==> src/rtl/uart_bridge_pkg.sv <==
// Shared types and helpers for the wide-bus to 8-bit UART register bridge.
// The optional downstream timeout is enabled by defining BRIDGE_TIMEOUT_EN.
package uart_bridge_pkg;

   typedef enum logic [1:0] {
      IDLE   = 2'd0,
      ACCESS = 2'd1,
      RESP   = 2'd2,
      ERR    = 2'd3
   } bridge_state_e;

   localparam int REG_ADDR_W = 3;
   localparam int MAX_LANES  = 4;

   // Index of the lowest set lane; 0 when nothing is set.
   function automatic logic [1:0] lowest_set(input logic [MAX_LANES-1:0] sel);
      logic [1:0] idx;
      idx = '0;
      for (int i = MAX_LANES - 1; i >= 0; i--) begin
         if (sel[i]) idx = 2'(i);
      end
      return idx;
   endfunction

   function automatic bit data_w_legal(input int w);
      return (w == 8) || (w == 16) || (w == 32);
   endfunction

endpackage

==> src/rtl/bridge_timeout.sv <==
// Per-lane downstream timeout: reloads on clear, counts down while enabled,
// and flags expiry at terminal count. Only instantiated with BRIDGE_TIMEOUT_EN.
module bridge_timeout #(
   parameter int LIMIT = 15
) (
   input  logic clk,
   input  logic rst,
   input  logic clear,
   input  logic enable,
   output logic expired
);

   logic [7:0] cnt_q;

   always_ff @(posedge clk or posedge rst) begin
      if (rst) begin
         cnt_q <= '0;
      end else if (clear) begin
         cnt_q <= 8'(LIMIT);
      end else if (enable && (cnt_q != '0)) begin
         cnt_q <= cnt_q - 8'd1;
      end
   end

   assign expired = (cnt_q == '0);

endmodule

==> src/rtl/wb_uart_lane_bridge.sv <==
// Wishbone classic slave splitting multi-lane accesses into byte accesses on
// the UART register port. Downstream timeout/err only with BRIDGE_TIMEOUT_EN.
//
// state  | meaning
// IDLE   | waiting for cyc & stb; request latched here
// ACCESS | byte request outstanding on the current lane
// RESP   | one-cycle ack with reassembled read data
// ERR    | one-cycle err after a downstream timeout
module wb_uart_lane_bridge
   import uart_bridge_pkg::*;
#(
   parameter int DATA_W  = 32,
   parameter int ADDR_W  = 3,
   parameter int TIMEOUT = 15
) (
   input  logic                  clk,
   input  logic                  wb_rst_i,
   input  logic [ADDR_W-1:0]     wb_adr_i,
   input  logic [DATA_W/8-1:0]   wb_sel_i,
   input  logic [DATA_W-1:0]     wb_dat_i,
   output logic [DATA_W-1:0]     wb_dat_o,
   input  logic                  wb_we_i,
   input  logic                  wb_stb_i,
   input  logic                  wb_cyc_i,
   output logic                  wb_ack_o,
   output logic                  wb_err_o,
   output logic                  reg_req_o,
   output logic                  reg_we_o,
   output logic [REG_ADDR_W-1:0] reg_addr_o,
   output logic [7:0]            reg_wdata_o,
   input  logic [7:0]            reg_rdata_i,
   input  logic                  reg_ack_i
);

   localparam int NB  = DATA_W / 8;
   localparam int LSH = (NB == 4) ? 2 : ((NB == 2) ? 1 : 0);

   if (!data_w_legal(DATA_W) || (TIMEOUT < 1) || (TIMEOUT > 255)) begin : g_bad_param
      $error("wb_uart_lane_bridge: illegal DATA_W or TIMEOUT");
   end

   bridge_state_e     state_q, state_d;
   logic [ADDR_W-1:0] adr_q;
   logic [NB-1:0]     pend_q, pend_left, lane_mask;
   logic [DATA_W-1:0] dat_q, acc_q;
   logic [1:0]        lane_q;
   logic [ADDR_W+1:0] addr_ext;
   logic              we_q, abort_q, accept, drop, in_access, expired;

   assign in_access = (state_q == ACCESS);
   assign accept    = (state_q == IDLE) && wb_cyc_i && wb_stb_i;
   // A byte already on the UART port must finish (reads pop FIFOs), so a
   // dropped cycle only takes effect once the current lane is acknowledged.
   assign drop      = abort_q || !wb_cyc_i;
   assign lane_mask = NB'(1) << lane_q;
   assign pend_left = pend_q & ~lane_mask;

`ifdef BRIDGE_TIMEOUT_EN
   bridge_timeout #(.LIMIT(TIMEOUT)) u_timeout (
      .clk     (clk),
      .rst     (wb_rst_i),
      .clear   (!in_access || reg_ack_i),
      .enable  (in_access),
      .expired (expired)
   );
   assign wb_err_o = (state_q == ERR);
`else
   assign expired  = 1'b0;
   assign wb_err_o = 1'b0;
`endif

   always_ff @(posedge clk or posedge wb_rst_i) begin
      if (wb_rst_i) state_q <= IDLE;
      else          state_q <= state_d;
   end

   always_comb begin
      state_d = state_q;
      case (state_q)
         IDLE: begin
            if (accept) state_d = (wb_sel_i == '0) ? RESP : ACCESS;
         end
         ACCESS: begin
            if (reg_ack_i) begin
               if (drop)                   state_d = IDLE;
               else if (pend_left != '0)   state_d = ACCESS;
               else                        state_d = RESP;
            end else if (expired) begin
               state_d = drop ? IDLE : ERR;
            end
         end
         RESP:    state_d = IDLE;
         ERR:     state_d = IDLE;
         default: state_d = IDLE;
      endcase
   end

   always_ff @(posedge clk or posedge wb_rst_i) begin
      if (wb_rst_i) begin
         adr_q   <= '0;
         pend_q  <= '0;
         we_q    <= 1'b0;
         dat_q   <= '0;
         acc_q   <= '0;
         lane_q  <= '0;
         abort_q <= 1'b0;
      end else begin
         if (accept) begin
            adr_q   <= wb_adr_i;
            pend_q  <= wb_sel_i;
            we_q    <= wb_we_i;
            dat_q   <= wb_dat_i;
            acc_q   <= '0;
            lane_q  <= lowest_set(MAX_LANES'(wb_sel_i));
            abort_q <= 1'b0;
         end
         if (in_access && !wb_cyc_i) abort_q <= 1'b1;
         if (in_access && reg_ack_i) begin
            if (!we_q) acc_q[8*lane_q +: 8] <= reg_rdata_i;
            pend_q <= pend_left;
            lane_q <= lowest_set(MAX_LANES'(pend_left));
         end
      end
   end

   assign addr_ext    = (ADDR_W+2)'(adr_q) << LSH;
   assign reg_req_o   = in_access;
   assign reg_we_o    = in_access && we_q;
   assign reg_addr_o  = in_access ? REG_ADDR_W'(addr_ext + (ADDR_W+2)'(lane_q)) : '0;
   assign reg_wdata_o = in_access ? dat_q[8*lane_q +: 8] : '0;
   assign wb_ack_o    = (state_q == RESP);
   assign wb_dat_o    = (state_q == RESP) ? acc_q : '0;

endmodule

==> config.mk <==
export PLATFORM = sky130hd
export DESIGN_NAME = wb_uart_lane_bridge
export DESIGN_NICKNAME = d
export VERILOG_FILES = /design/src/rtl/uart_bridge_pkg.sv /design/src/rtl/bridge_timeout.sv /design/src/rtl/wb_uart_lane_bridge.sv
export SDC_FILE = /design/constraint.sdc
export NUM_CORES = 1
export LEC_CHECK = 0
export CAP_MARGIN = 20
export CORE_UTILIZATION = 55
export DETAILED_ROUTE_END_ITERATION = 10
export DONT_BUFFER_PORTS = 1
export PLACE_DENSITY = 0.68
export SLEW_MARGIN = 20
export SYNTH_ARGS = -nofsm -noshare
export SYNTH_HDL_FRONTEND = slang
export SYNTH_SLANG_ARGS = --single-unit
==> constraint.sdc <==
create_clock -name clk -period 4 [get_ports clk]
set_input_delay 0.4 -clock clk [delete_from_list [all_inputs] [get_ports clk]]
set_output_delay 0.4 -clock clk [all_outputs]
set_load 0.02 [all_outputs]
==> summary.txt <==
Cells and area
  – Area occupied by multi-input gates: 1886 um^2
  – Reg area: 1877 um^2
  – Share of layout cells above drive strength 1: 0.1310
  – Final-stage net count: around 480
  – Number of diodes: 0
  – Post-layout instance area: 4133 um^2
  – FILL cells: 653
  – Post-Layout Cell Count: 516
  – Syn-to-layout area delta: 4.957%

Setup path
  – CP Launch Point: lane_q[0]
  – R2r worst-path depth: 5
  – Worst EP required: roughly 4.3 ns
  – CP endpoint: acc_q[6]
  – Reg2reg end: acc_q[6]
  – R2R Path Start: lane_q[0]
  – Reg-to-reg slack, setup: roughly 1.3 ns
  – Data arrival time of the worst path: 2.93 ns
  – Critical path class: register to register
  – CP max FO: 16
  – Critical path startpoint category: register
  – Crit. End Element: register

Route
  – Post-route ant nets: 0
  – WL/cell: 15.60 um
  – DR DRC count: 0
  – DR vias/cell: 5.471
  – First-pass detailed-route iteration total: 4
  – Vias: 2823
  – 1st-iter DRT viols: 103
  – Routed wire length: 8049 um

Clock network
  – CTS resizes: 0
  – Post-CTS Hold Buffers: 0
  – Clock buffer depth: 2
  – Post-CTS Setup Bufs: 0
  – Clk sinks: 75
  – Worst-skew pair later-pin latency: 0.34 ns
  – Root buf cell: clkbuf_8
  – Reg clk slew, reported paths: roughly 0.070 ns
  – CTS tree: built
  – Htree depth: 3
  – Number of CTS-inserted buffers: 9

Floorplan
  – Io pins: 100
  – Die area: 7501 um^2
  – Die height: 86.61 um
  – Core Region: 6869 um^2
  – Row count: 30
  – Die X: 86.61 um
  – Initial Util: 0.5732

Power
  – IR drop worst, VDD: 329.5 uV
  – Internal: around 0.0017 W
  – Flop pwr share: 0.436
  – Sw Pwr: about 0.0011 W
  – PD cells: 672.1 nW/um^2
  – Sw Ratio: 0.3831
  – Clk pwr share: 0.216
  – Comb pwr share: 0.349
  – Leak: around 1.9 nW

Timing
  – Setup TNS: 0 ns
  – Crit share post-route: 0.6656
  – Achievable Freq: 0.3756 GHz
  – Slew Viols, Final: 0
  – RSZ-0062 raised after global routing: false
  – Slew margin rel.: 0.3762
  – Worst Skew: 0.01072 ns
  – Final setup viols: 0
  – Slew @ Worst Pin: 0.9336 ns
  – Minimum clock period: 2.662 ns
  – Hold Fails Final Rpt: 0

Yosys
  – Post-Syn Area: 3938 um^2
  – Ys Warns: 0
  – Synth cell types: 40
  – Syn Nets: between 400 and 500
  – Syn Inst Count: 430
  – Yosys reg bits: 75
  – Asr flop ratio synth: 1.000
  – Register area share after synthesis: 0.4766
  – Mean Syn Cell Area: 9.157 um^2
  – Post-synth top flop: dfrtp_1
  – EDFF count, synth: 0

Run status
  – Status: complete, no violations

Placed design
  – Placed cell count: 500
  – Port Buffers: 0
  – Area after DPL: 3923 um^2
  – Gpl congestion: 0.8250
  – Detailed placer's ending HPWL: 5521 um

Flow run
  – # Max-Cap Violations: 0

Worst hold path
  – Hold WC Path Type: primary input to asynchronous set/reset pin

Global routing
  – First-pass GRT wire length: 13150 um
  – Number of global-route vias before repair: 2725
  – Pin count of the biggest net entering global routing: 43
  – Overall Global Routing Usage: 0.2294
  – Initial antenna violation count: 0
  – Total grt overflow: 0
state kept, by name (all words and copies together) (netlist names):
name and flops:
lane_q 2, dat_q 32, acc_q 32, adr_q 1, we_q 1, state_q 2, abort_q 1, pend_q 4
power groups by stage:
stage	Sequential (W)	Combinational [W]	Clock, W
detailed placement	0.00123	0.000972	0
global route	0.00125	0.00109	0.000640
finish	0.00121	0.000968	0.000599
global placement	0.00121	0.000951	0
CTS	0.00122	0.000982	0.000607
floorplan	0.00112	0.000903	0
worst min path at each step:
stage,startpoint,slack (ns),endpoint
CTS,wb_rst_i,0.13,dat_q[1]
global placement,dat_q[22],0.45,dat_q[22]
global route,wb_dat_i[10],0.15,dat_q[10]
finish,wb_rst_i,0.11,acc_q[10]
detailed placement,dat_q[21],0.46,dat_q[21]
floorplan,adr_q[0],0.44,adr_q[0]
cell usage after synthesis (3+ instances only):
cell | number | area (um^2)
dfrtp_1 | 75 | 1877
or3b_1 | 4 | 35.03
nand3_2 | 4 | 40.04
nand2b_1 | 4 | 25.02
buf_2 | 6 | 30.03
o21ai_1 | 16 | 80.08
o21ai_2 | 16 | 140.1
and2_1 | 43 | 269.0
nand3_1 | 28 | 140.1
o21ai_0 | 7 | 35.03
ha_1 | 8 | 100.1
nor2b_1 | 3 | 18.77
inv_1 | 5 | 18.77
buf_6 | 4 | 45.04
mux4_2 | 8 | 180.2
nor2_1 | 9 | 33.78
clkbuf_1 | 14 | 52.55
nand2_1 | 144 | 540.5
a21oi_1 | 5 | 25.02
critical path: stages, from the launching register on:
cell     delay, ns
dfrtp_1       0.87
inv_2         0.21
ha_1          0.40
nor3b_1       0.77
nand2_1       0.19
o21ai_2       0.15
layout make-up:
cell class                      count  share of cell area
Tap cell                           96             0.02906
Sequential cell                    75              0.4541
Multi-Input combinational cell    320              0.4563
Clock buffer                       13             0.03845
Timing Repair Buffer                3            0.005450
Clock inverter                      3             0.01120
Inverter                            6            0.005450
stage by stage:
step	setup WS (ns)	hold WS [ns]	total power, W	util
floorplan	1.690	0.4374	0.002018	-
global placement	1.353	0.4514	0.002164	0.5710
detailed placement	1.348	0.4570	0.002203	0.5710
CTS	1.285	0.1342	0.002804	0.6009
global route	1.090	0.1472	0.002981	0.6016
finish	1.338	0.1118	0.002778	0.6016
layout by cell type (no fill, tap or decap), types with 2 or more instances in the layout:
master and instances:
nand2_1 144, dfrtp_1 75, and2_1 43, nand3_1 28, o21ai_2 16, o21ai_1 16
clkbuf_8 11, nor2_1 9, mux4_2 8, ha_1 8, o21ai_0 7, a21oi_1 5
inv_1 4, nand2b_1 4, or3b_1 4, nand3_2 4, buf_4 3, nor2b_1 2
inv_2 2, nor4b_2 2, nor3b_1 2, nor4_1 2, clkbuf_1 2
layer usage:
metal,vias up,global-route usage,routed length [um]
met3,16,0.06381,518
met4,0,0.08788,167
li1,1384,-,-
met2,83,0.3752,3863
met1,1340,0.2917,3499
met5,-,0,0
cell families (layout without fill, tap and decap cells):
group | after synthesis | count (layout) | share of synthesized area
buffers and inverters | 35 | 25 | 0.05211
DFF | 75 | 75 | 0.4766
adders and majority gates | 8 | 8 | 0.02542
and+or+nand+nor | 253 | 253 | 0.3159
AOI/OAI and AO/OA | 49 | 49 | 0.08040
muxes | 9 | 9 | 0.04862
other | 1 | 1 | 0.0009524
No activity file was read; power rests on OpenSTA's default activity.
